`config.mk`:
```
export PLATFORM = sky130hd
export DESIGN_NAME = pwm_seq_ctrl
export DESIGN_NICKNAME = d
export VERILOG_FILES = /design/src/rtl/pwm_seq_ctrl.sv
export SDC_FILE = /design/constraint.sdc
export NUM_CORES = 1
export LEC_CHECK = 0
export CAP_MARGIN = 15
export CORE_ASPECT_RATIO = 1.4
export CORE_MARGIN = 5
export CORE_UTILIZATION = 50
export DETAILED_ROUTE_END_ITERATION = 16
export GPL_TIMING_DRIVEN = 0
export PLACE_DENSITY = 0.89
export SLEW_MARGIN = 5
export SYNTH_ARGS = -nofsm -noshare
export SYNTH_HDL_FRONTEND = slang
export SYNTH_SLANG_ARGS = --single-unit
```
`constraint.sdc`:
```
create_clock -name clk -period 8.75 [get_ports clk]
set_clock_uncertainty 0.05 [all_clocks]
set_input_delay 1.3125 -clock clk [delete_from_list [all_inputs] [get_ports clk]]
set_output_delay 1.3125 -clock clk [all_outputs]
set_load 0.02 [all_outputs]
```
`src/rtl/pwm_seq_ctrl.sv`:
```
// PWM reference sequencer: precharge, run and fault sequencing with a
// carrier-synchronous shadow buffer for the three phase references.
module pwm_seq_ctrl #(
   parameter int unsigned PRECHG_CYC = 1000,
   parameter logic [22:0] MAG_MAX    = 23'h22BF10,
   parameter int unsigned WDOG_SYNCS = 4
) (
   input  logic        clk,
   input  logic        reset,
   input  logic        start,
   input  logic        stop,
   input  logic        fault_in,
   input  logic        fault_clr,
   input  logic        carrier_sync,
   input  logic        ref_valid,
   output logic        ref_ready,
   input  logic [23:0] ua_in,
   input  logic [23:0] ub_in,
   input  logic [23:0] uc_in,
   output logic [23:0] ua_out,
   output logic [23:0] ub_out,
   output logic [23:0] uc_out,
   output logic        gate_en,
   output logic        low_side_on,
   output logic [1:0]  state,
   output logic        fault_latched,
   output logic [7:0]  stale_cnt
);

   typedef enum logic [1:0] {
      IDLE   = 2'd0,
      PRECHG = 2'd1,
      RUN    = 2'd2,
      FAULT  = 2'd3
   } state_t;

   localparam int CW = $clog2(PRECHG_CYC + 1);
   localparam int SW = $clog2(WDOG_SYNCS + 1);
   localparam logic [CW-1:0] PRE_LOAD = CW'(PRECHG_CYC - 1);
   localparam logic [SW-1:0] WDOG_LIM = SW'(WDOG_SYNCS);

   state_t        stateQ, stateD;
   logic [CW-1:0] preCntQ, preCntD;
   logic [SW-1:0] consQ, consD, consInc;
   logic          pendQ, pendD;
   logic [23:0]   shUaQ, shUbQ, shUcQ;
   logic [23:0]   shUaD, shUbD, shUcD;
   logic [23:0]   uaD, ubD, ucD;
   logic [7:0]    staleD;
   logic          gateD, lowD, fltD;
   logic          accept, loadOut;

   function automatic logic [23:0] clampRef(input logic [23:0] v);
      return (v[22:0] > MAG_MAX) ? {v[23], MAG_MAX} : v;
   endfunction

   assign ref_ready = ~pendQ & ((stateQ == PRECHG) | (stateQ == RUN));
   assign accept    = ref_valid & ref_ready;
   assign consInc   = consQ + SW'(1);
   assign state     = stateQ;

   always_comb begin
      stateD  = stateQ;
      preCntD = preCntQ;
      consD   = consQ;
      pendD   = pendQ;
      shUaD   = shUaQ;
      shUbD   = shUbQ;
      shUcD   = shUcQ;
      uaD     = ua_out;
      ubD     = ub_out;
      ucD     = uc_out;
      staleD  = stale_cnt;
      loadOut = 1'b0;
      unique case (stateQ)
         IDLE: begin
            if (fault_in) begin
               stateD = FAULT;
            end else if (!stop && start) begin
               stateD  = PRECHG;
               preCntD = PRE_LOAD;
            end
         end
         PRECHG: begin
            if (fault_in) begin
               stateD = FAULT;
            end else if (stop) begin
               stateD = IDLE;
            end else if (carrier_sync && preCntQ == '0) begin
               stateD  = RUN;
               loadOut = pendQ;
            end else if (preCntQ != '0) begin
               preCntD = preCntQ - CW'(1);
            end
         end
         RUN: begin
            if (fault_in) begin
               stateD = FAULT;
            end else if (stop) begin
               stateD = IDLE;
            end else if (carrier_sync) begin
               if (pendQ) begin
                  loadOut = 1'b1;
               end else begin
                  if (stale_cnt != 8'hFF) staleD = stale_cnt + 8'd1;
                  consD = consInc;
                  if (consInc == WDOG_LIM) stateD = FAULT;
               end
            end
         end
         FAULT: begin
            if (fault_clr && !fault_in) stateD = IDLE;
         end
      endcase
      // accept can only coincide with a stale sync, never with a load
      if (accept) begin
         shUaD = clampRef(ua_in);
         shUbD = clampRef(ub_in);
         shUcD = clampRef(uc_in);
         pendD = 1'b1;
      end
      if (loadOut) begin
         uaD   = shUaQ;
         ubD   = shUbQ;
         ucD   = shUcQ;
         pendD = 1'b0;
         consD = '0;
      end
      if (stateD == IDLE || stateD == FAULT) begin
         uaD     = '0;
         ubD     = '0;
         ucD     = '0;
         pendD   = 1'b0;
         consD   = '0;
         preCntD = '0;
      end
      gateD = (stateD == RUN);
      lowD  = (stateD == PRECHG);
      fltD  = (stateD == FAULT);
   end

   always_ff @(posedge clk) begin
      if (reset) begin
         stateQ        <= IDLE;
         preCntQ       <= '0;
         consQ         <= '0;
         pendQ         <= 1'b0;
         shUaQ         <= '0;
         shUbQ         <= '0;
         shUcQ         <= '0;
         ua_out        <= '0;
         ub_out        <= '0;
         uc_out        <= '0;
         stale_cnt     <= '0;
         gate_en       <= 1'b0;
         low_side_on   <= 1'b0;
         fault_latched <= 1'b0;
      end else begin
         stateQ        <= stateD;
         preCntQ       <= preCntD;
         consQ         <= consD;
         pendQ         <= pendD;
         shUaQ         <= shUaD;
         shUbQ         <= shUbD;
         shUcQ         <= shUcD;
         ua_out        <= uaD;
         ub_out        <= ubD;
         uc_out        <= ucD;
         stale_cnt     <= staleD;
         gate_en       <= gateD;
         low_side_on   <= lowD;
         fault_latched <= fltD;
      end
   end

endmodule

```
Word-level counts from Yosys, hierarchy flattened

Cells that the tools add are included.

Register bits: 171
Input port bits: 80
Output and inout bits: 86

$add $sub $neg: 3
$lt $le $gt $ge: 3
Equality and inequality tests: 14
Multiplexer cells: 30
Bitwise logic cells: 6
Reductions and logical operators: 16

Operators by type and width:

| cell                    | count |
|---|---|
| $gt A23 B22 Y1 const B  | 3 |
| $mux W23                | 3 |
| $mux W10                | 6 |
| $mux W2                 | 11 |
| $pmux W10 S2            | 1 |
| $logic_not A10 Y1       | 1 |
| $ne A2 B2 Y1 const B    | 5 |
| $reduce_bool A10 Y1     | 1 |
| $sub A10 B1 Y10 const B | 1 |
| $add A8 B1 Y8 const B   | 1 |
| $eq A2 B2 Y1 const B    | 4 |
| $ne A8 B8 Y1 const B    | 1 |
| $pmux W2 S4             | 1 |
| $mux W1                 | 7 |
| $reduce_and A7 Y1       | 1 |
| $reduce_and A6 Y1       | 1 |
| $reduce_and A5 Y1       | 1 |
| $eq A2 B1 Y1 const B    | 2 |
| $logic_not A2 Y1        | 2 |
| $add A3 B1 Y3 const B   | 1 |
| $eq A3 B3 Y1 const B    | 1 |
| $logic_and A1 B1 Y1     | 3 |
| $not A1 Y1              | 3 |
| $reduce_or A3 Y1        | 1 |
| other kinds (8)         | 10 |

Depth between registers and ports, before layout

Gate-level depths: netlist of the first run.

Word-level depth: 11
Depth in mapped cells: 12
Depth with buffers taken out: 11

Least setup slack after synthesis of the first run

OpenSTA, ideal clock, no wires.

Kind: input port to flip-flop
Start: input port fault_in
End: register preCntQ[2]
Arrival: 3.465 ns
Required time: 8.630 ns
Setup slack: 5.165 ns
Stages: 10
Path through: clkbuf_1 nand2b_1 a2111oi_0 and4_1 or3_1 ha_1 or2_2 clkbuf_1 clkbuf_1 a21oi_1

Longest elaborated chain between the ends: 7
Elaborated cells between the ends (all ways): 14
Those cells by class: eq/ne: 3; mux: 5; reduce/logical: 6

Ends and longest elaborated chain:

| element                                          | RTL line | RTL |
|---|---|---|
| start, declared                                  | 12       | `input logic fault_in,` |
| $logic_not A1 Y1                                 | 112      | `if (fault_clr && !fault_in) stateD = IDLE;` |
| $logic_and A1 B1 Y1                              | 112      |  |
| $mux W2                                          | 112      |  |
| $pmux W2 S4                                      | 75       | `unique case (stateQ)` |
| $eq A2 B2 Y1 or $logic_not A2 Y1 (tied branches) | 129      | `if (stateD == IDLE \|\| stateD == FAULT) begin` |
| $logic_or A1 B1 Y1                               | 129      |  |
| $reduce_or A2 Y1 (no line)                       | --       |  |
| end signal, assigned                             | 160      | `preCntQ <= preCntD;` |
| end, declared                                    | 43       | `logic [CW-1:0] preCntQ, preCntD;` |

Several ways; a longest one is shown, not always the timed one.
A chain may end at the register's enable or synchronous reset.

Final worst setup path of the first run

Start: input port carrier_sync
End: register ub_out[0]

Longest elaborated chain between the ends: 8
Elaborated cells between the ends (all ways): 19
Those cells by class: eq/ne: 1; mux: 14; reduce/logical: 4

Ends and longest elaborated chain:

| element                                          | RTL line | RTL |
|---|---|---|
| start, declared                                  | 14       | `input logic carrier_sync,` |
| $logic_and A1 B1 Y1                              | 89       | `end else if (carrier_sync && preCntQ == '0) begin` |
| $mux W2                                          | 89       |  |
| $mux W2                                          | 87       | `end else if (stop) begin` |
| $mux W2                                          | 85       | `if (fault_in) begin` |
| $pmux W2 S4                                      | 75       |  |
| $eq A2 B2 Y1 or $logic_not A2 Y1 (tied branches) | 129      |  |
| $logic_or A1 B1 Y1                               | 129      |  |
| $reduce_or A2 Y1 (no line)                       | --       |  |
| end signal, assigned                             | 167      | `ub_out <= ubD;` |
| end, declared                                    | 21       | `output logic [23:0] ub_out,` |

Several ways; a longest one is shown, not always the timed one.

==> results of run 1 <==
==> cell families after synthesis <==
kind of cell / synth area share (%)
simple gates: 23.23
flops: 51.92
compound gates: 16.38
buf+inv: 3.700
xor+xnor: 1.860
fa+ha+maj: 2.467
mux: 0.4554
==> power groups by stage <==
stage	clock network (mW)	registers (mW)	logic, mW
2_1_floorplan	0	0.962	0.402
3_3_place_gp	0	0.964	0.600
3_5_place_dp	0	0.967	0.617
4_1_cts	0.795	0.952	0.625
5_1_grt	0.831	0.962	0.698
6_report	0.787	0.954	0.628
==> worst min path at each step <==
| stage | startpoint | to | slack, ps | depth (start not counted) |
|---|---|---|---|---|
| floorplan | shUaQ[22]$_SDFFE_PP0P_ | ua_out[22]$_SDFFE_PP0P_ | 380 | 2 |
| global placement | shUaQ[18]$_SDFFE_PP0P_ | ua_out[18]$_SDFFE_PP0P_ | 390 | 2 |
| detailed placement | shUbQ[12]$_SDFFE_PP0P_ | ub_out[12]$_SDFFE_PP0P_ | 390 | 2 |
| CTS | shUbQ[12]$_SDFFE_PP0P_ | ub_out[12]$_SDFFE_PP0P_ | 400 | 2 |
| global route | shUbQ[12]$_SDFFE_PP0P_ | ub_out[12]$_SDFFE_PP0P_ | 410 | 2 |
| finish | shUcQ[21]$_SDFFE_PP0P_ | uc_out[21]$_SDFFE_PP0P_ | 400 | 2 |
==> routing by layer <==
layer / wire [um] / up-vias / track usage, %
li1: - / 2993 / -
met1: 6922 / 2895 / 25.79
met2: 9731 / 229 / 42.23
met3: 1420 / 58 / 7.279
met4: 759 / 0 / 12.03
met5: 0 / - / 0
==> layout make-up <==
class | instances | share of cell area (%)
clock inverters | 11 | 1.870
plain buffers | 45 | 2.119
multi-input cells | 533 | 32.40
clock buffers | 20 | 4.945
well taps | 153 | 2.119
inverters | 14 | 0.5818
repair buffers | 163 | 18.06
flip-flops and latches | 171 | 37.90
==> synthesized netlist by cell type, types with 8 or more instances <==
cell type,n,area [um2]
a211oi_1,10,75.07
a21oi_1,87,435.4
a22o_1,35,306.5
clkbuf_1,37,138.9
dfxtp_1,171,3423
ha_1,13,162.7
inv_1,14,52.55
nand2_1,155,581.8
nand4_1,12,75.07
nor2_1,84,315.3
nor3_1,31,155.2
xor2_1,8,70.07
==> worst register-to-register path, cell delays in order, from the launching register on <==
cell and delay [ps]:
dfxtp_1 440, inv_1 120, ha_1 260, or2_2 350, a21oi_1 210, o211ai_1 110, o21ai_0 300, inv_1 120
ha_1 300, or2_2 140, clkbuf_1 470, clkbuf_1 460, a21oi_1 90
==> registers in the layout, summed over array words and instances, names as in the netlist <==
| register | count |
|---|---|
| shUcQ | 24 |
| stale_cnt | 8 |
| preCntQ | 10 |
| fault_latched | 1 |
| shUaQ | 24 |
| consQ | 3 |
| ua_out | 24 |
| low_side_on | 1 |
| pendQ | 1 |
| gate_en | 1 |
| uc_out | 24 |
| shUbQ | 24 |
| ub_out | 24 |
| state | 2 |
==> flow_summary.yaml, run 1 <==
clock_network:
  cts.htree.levels: 4
  post_cts_buffers: 0
  cts_root_buffer: "clkbuf_16"
  cts_max_path_buffers: 2
  post_cts_resized: 0
  cts_tree: "yes"
  cts_hold_buf: 0
  cts.reportedPaths.clkPinSlew_ps: 60
  cts_sinks: 171
  clock_latency_ps: 410
  cts_buffers: 17
logic_synthesis:
  syn_area_um2: 6594
  synth_cell_types: 52
  avgSynthCellArea_um2: 8.642
  synthesis.nets: 856
  syn-instance-count: 763
  synth_flop_cell: "dfxtp_1"
  synth-async-reset-ratio_pct: 0
  ys_ff_latch: 171
  yosysSeqAreaShare_pct: 51.92
  ys_warn_count: 0
  synth_edf_count: 0
drt:
  vias: 6175
  routedWlPerCell_um: 16.97
  routed_wirelength_mm: 18.83
  drt_iter0_drc: 312
  drc: 0
  ant_nets: 0
  drt-pass1-iter-count: 5
  avgViaCountPerCell: 5.563
finish:
  layout_common_cells: "dfxtp_1 (171), clkdlybuf4s50_1 (163), nand2_1 (155)"
  finish.net_count: 1038
  layout_commonest_cell: "dfxtp_1"
  syn_to_final_growth_pct: 36.98
  final_cells: 1110
  multiInputGateArea_um2: 2927
  seq_area_um2: 3423
  final_area_um2: 9032
  nFillCells: 977
  drive_above_1_share_pct: 4.493
  finish.utilization_pct: 70.16
  diodes: 0
worst_setup_path:
  crit_path_end_kind: "register"
  reg2reg_slack_ps: 5180
  required_ps: 8970
  path_cells: "clkdlybuf4s50_1 > nand4b_1 > o21bai_1 > a221oi_1 > or3_1 > ha_1 > or2_2 > clkbuf_1 > clkbuf_1 > a21oi_1"
  cp-startpoint: "carrier_sync"
  slowest_stage: "clkdlybuf4s50_1"
  crit_path_frequent_cell: "clkbuf_1"
  critical_path_class: "in2reg"
  cp-endpoint: "ub_out[0]$_SDFFE_PP0P_"
  rr_worst_depth: 12
  cp_num_cells: 10
  cpPeakStageDelay_ps: 570
  path_buf_inv: 3
  startpoint_type: "input port"
  reg2reg_from: "state[0]$_SDFF_PP0_"
  r2r_end: "ub_out[0]$_SDFFE_PP0P_"
  cp.arrival_ps: 4180
  path_max_fanout: 10
  path_delay_family: "buffers and inverters"
timing:
  hold_viol: 0
  whs_ps: 402.2
  fin_crit_ps: 3957
  period_share_pct: 45.22
  maxSlewViolCount: 0
  rsz0062_at_grt: "no"
  setup_viol: 0
  setup_tns_ps: 0
  slew_headroom_pct: 45.01
  timing.fmax_mhz: 252.7
  worst_pin_slew_ps: 818.6
  final.setup.worst_slack_ps: 4793
global_routing:
  grt_pass1_wl_mm: 30.02
  grtUsageTotal_pct: 24.07
  grt_max_degree: 17
  antenna_found_initial: 0
  grt_overflow_total: 0
  grt_pass1_vias: 6151
pwr:
  pwr-share-clk_pct: 33.2
  p_per_area_nw_per_um2: 262.1
  p_int_mw: 1.594
  total_power_mw: 2.368
  power_frac_seq_pct: 40.3
  p_sw_mw: 0.7733
  p_comb_share_pct: 26.5
  p_sw_share_pct: 32.66
  ir_worst_vdd_mv: 0.1555
  p_leak_nw: 3.147
die:
  rows: 49
  core_um2: 12870
  die_area_um2: 15620
  initial_core_util_pct: 51.21
  die_w_um: 107.1
  dieHeight_um: 145.9
  pin_count: 166
run:
  max-cap-violations: 0
status:
  status: "finished, final reports clean"
place:
  gp_routability_congestion: 0.9205
  port_buffers: 163
  dp_hpwl_mm: 14.05
  placed_cells: 1079
  placed_cell_area_um2: 8417
  place_ws_ps: 4415
worst_hold_path:
  holdCritPathClass: "reg2reg"
Note: power is estimated with default switching activity, not from simulation.
==> run 2: changes to the inputs <==
CORE_UTILIZATION = 44   (was 50)
PLACE_DENSITY = 0.84   (was 0.89)
clock period = 3.6 ns   (was 8.75 ns; I/O delays follow)
==> run 2 against run 1 <==
Clock power increased by 130%; final cell count up 3.5%; sequential cell count did not move; via count decreased by 1.0%; combinational power is 150% higher; cell area is 0.22% higher; non-clock buffer count fell by 1; critical path depth grew 1; utilization decreased by 9.2 points; worst hold slack lost 0.95 ps; critical path type is now reg2reg; critical endpoint is now ua_out[4]$_SDFFE_PP0P_.
==> flow_summary.yaml, run 2 (synthesized netlist as in run 1, its figures left out) <==
worst_setup_path:
  path_cells: "inv_1 > ha_1 > or2_2 > a21oi_1 > o211ai_1 > o21ai_2 > inv_1 > ha_1 > or2_2 > clkbuf_1 > a21oi_1"
  slowest_stage: "dfxtp_1"
  path_delay_family: "simple AND/OR/NAND/NOR gates"
  reg2reg_slack_ps: 350
  r2r_end: "ua_out[4]$_SDFFE_PP0P_"
  path_max_fanout: 13
  required_ps: 3880
  crit_path_end_kind: "register"
  cp.arrival_ps: 3530
  cpPeakStageDelay_ps: 460
  critical_path_class: "reg2reg"
  path_buf_inv: 3
  startpoint_type: "register"
  rr_worst_depth: 11
  reg2reg_from: "state[0]$_SDFF_PP0_"
timing:
  hold_viol: 0
  setup_tns_ps: 0
  maxSlewViolCount: 0
  slew_headroom_pct: 45.01
  whs_ps: 401.2
  rsz0062_at_grt: "no"
  worst_pin_slew_ps: 818.5
  fin_crit_ps: 3253
  period_share_pct: 90.35
  setup_viol: 0
  timing.fmax_mhz: 307.5
clock_network:
  cts_tree: "yes"
  cts_root_buffer: "clkbuf_16"
  clock_latency_ps: 420
  cts.reportedPaths.clkPinSlew_ps: 60
  post_cts_buffers: 0
  cts_max_path_buffers: 2
  cts_sinks: 171
  cts.htree.levels: 4
  cts_buffers: 17
global_routing:
  grt_pass1_wl_mm: 30.04
  grt_pass1_vias: 6007
  grt_overflow_total: 0
  antenna_found_initial: 0
  grt_max_degree: 17
  grtUsageTotal_pct: 21.48
drt:
  drt_iter0_drc: 319
  ant_nets: 0
  routedWlPerCell_um: 16.53
  drt-pass1-iter-count: 4
  routed_wirelength_mm: 18.99
  drc: 0
  vias: 6113
  avgViaCountPerCell: 5.320
status:
  status: "finished, final reports clean"
finish:
  finish.utilization_pct: 60.94
  drive_above_1_share_pct: 4.911
  layout_common_cells: "dfxtp_1 (171), clkdlybuf4s50_1 (163), nand2_1 (155)"
  syn_to_final_growth_pct: 37.29
  nFillCells: 1282
  final_cells: 1149
  finish.net_count: 1037
  layout_commonest_cell: "dfxtp_1"
  diodes: 0
worst_hold_path:
  holdCritPathClass: "reg2reg"
  hold_path.startpoint: "uc_out[22]$_SDFFE_PP0P_"
  min_to: "uc_out[22]$_SDFFE_PP0P_"
  min_delay_path_depth: 2
die:
  pin_count: 166
  core_um2: 14850
  die_w_um: 113.5
  initial_core_util_pct: 44.39
  dieHeight_um: 154.8
  die_area_um2: 17570
  rows: 53
place:
  port_buffers: 163
  dp_hpwl_mm: 14.33
  gp_routability_congestion: 0.9080
  placed_cells: 1118
pwr:
  ir_worst_vdd_mv: 0.3635
  p_leak_nw: 3.138
  p_per_area_nw_per_um2: 624.3
run:
  max-cap-violations: 0
## run 2: how the worst max path moves through the flow
stage | from | end | slack, ps | cells past startpoint
5_1_grt | state[0]$_SDFF_PP0_ | uc_out[23]$_SDFFE_PP0P_ | 30 | 11
6_report | state[0]$_SDFF_PP0_ | ua_out[4]$_SDFFE_PP0P_ | 350 | 11
4_1_cts | state[0]$_SDFF_PP0_ | consQ[1]$_SDFFE_PP0P_ | 130 | 11
3_3_place_gp | state[1]$_SDFF_PP0_ | ua_out[13]$_SDFFE_PP0P_ | 50 | 12
3_5_place_dp | state[0]$_SDFF_PP0_ | uc_out[23]$_SDFFE_PP0P_ | -60 | 12
2_1_floorplan | state[0]$_SDFF_PP0_ | preCntQ[2]$_SDFFE_PP0P_ | 590 | 12
## run 2: what timing repair did
| item | 4_1_cts | 5_1_grt |
|---|---|---|
| hold buffers | 0 | 0 |
| resized for setup | 0 | 4 |
| setup endpoints to repair | 70 | 81 |
| pin swaps | 0 | 0 |
## run 2: cell type report
cell class	count	area (um2)	area share, %
well taps	192	240.2	2.654
flip-flops and latches	171	3423	37.82
clock buffers	19	442.9	4.893
repair buffers	163	1632	18.02
inverters	14	52.55	0.5805
multi-input cells	533	2930	32.37
clock inverters	13	142.6	1.576
plain buffers	44	188.9	2.087
## run 2: report_power, final
group,internal [mW],switching (mW)
registers,2.15,0.169
logic,0.554,0.982
clock network,1.05,0.751
total,3.75,1.90
## run 2: worst register-to-register path, stage by stage, from the launching register on
cell and delay [ps]:
dfxtp_1 460, inv_1 130, ha_1 270, or2_2 350, a21oi_1 200, o211ai_1 140
o21ai_2 230, inv_1 90, ha_1 310, or2_2 460, clkbuf_1 290, a21oi_1 210
## run 2: stage by stage
step                      instance area [um2]  power (mW)  setup slack [ps]
after detailed placement                 8466       3.871            -62.88
after floorplan                          6594       3.314             592.6
after global placement                   8466       3.826             53.20
after global routing                     9052       5.971             33.88
after CTS                                9047       5.653             134.0
final                                    9052       5.651             347.5
## run 2: metal layers
| metal | vias to the layer above | part of all wire (%) | GRT usage [%] |
|---|---|---|---|
| met5 | - | 0 | 0 |
| met3 | 39 | 6.5 | 5.753 |
| met1 | 2881 | 37 | 23.12 |
| met4 | 0 | 3.1 | 9.565 |
| li1 | 2996 | - | - |
| met2 | 197 | 53 | 38.81 |
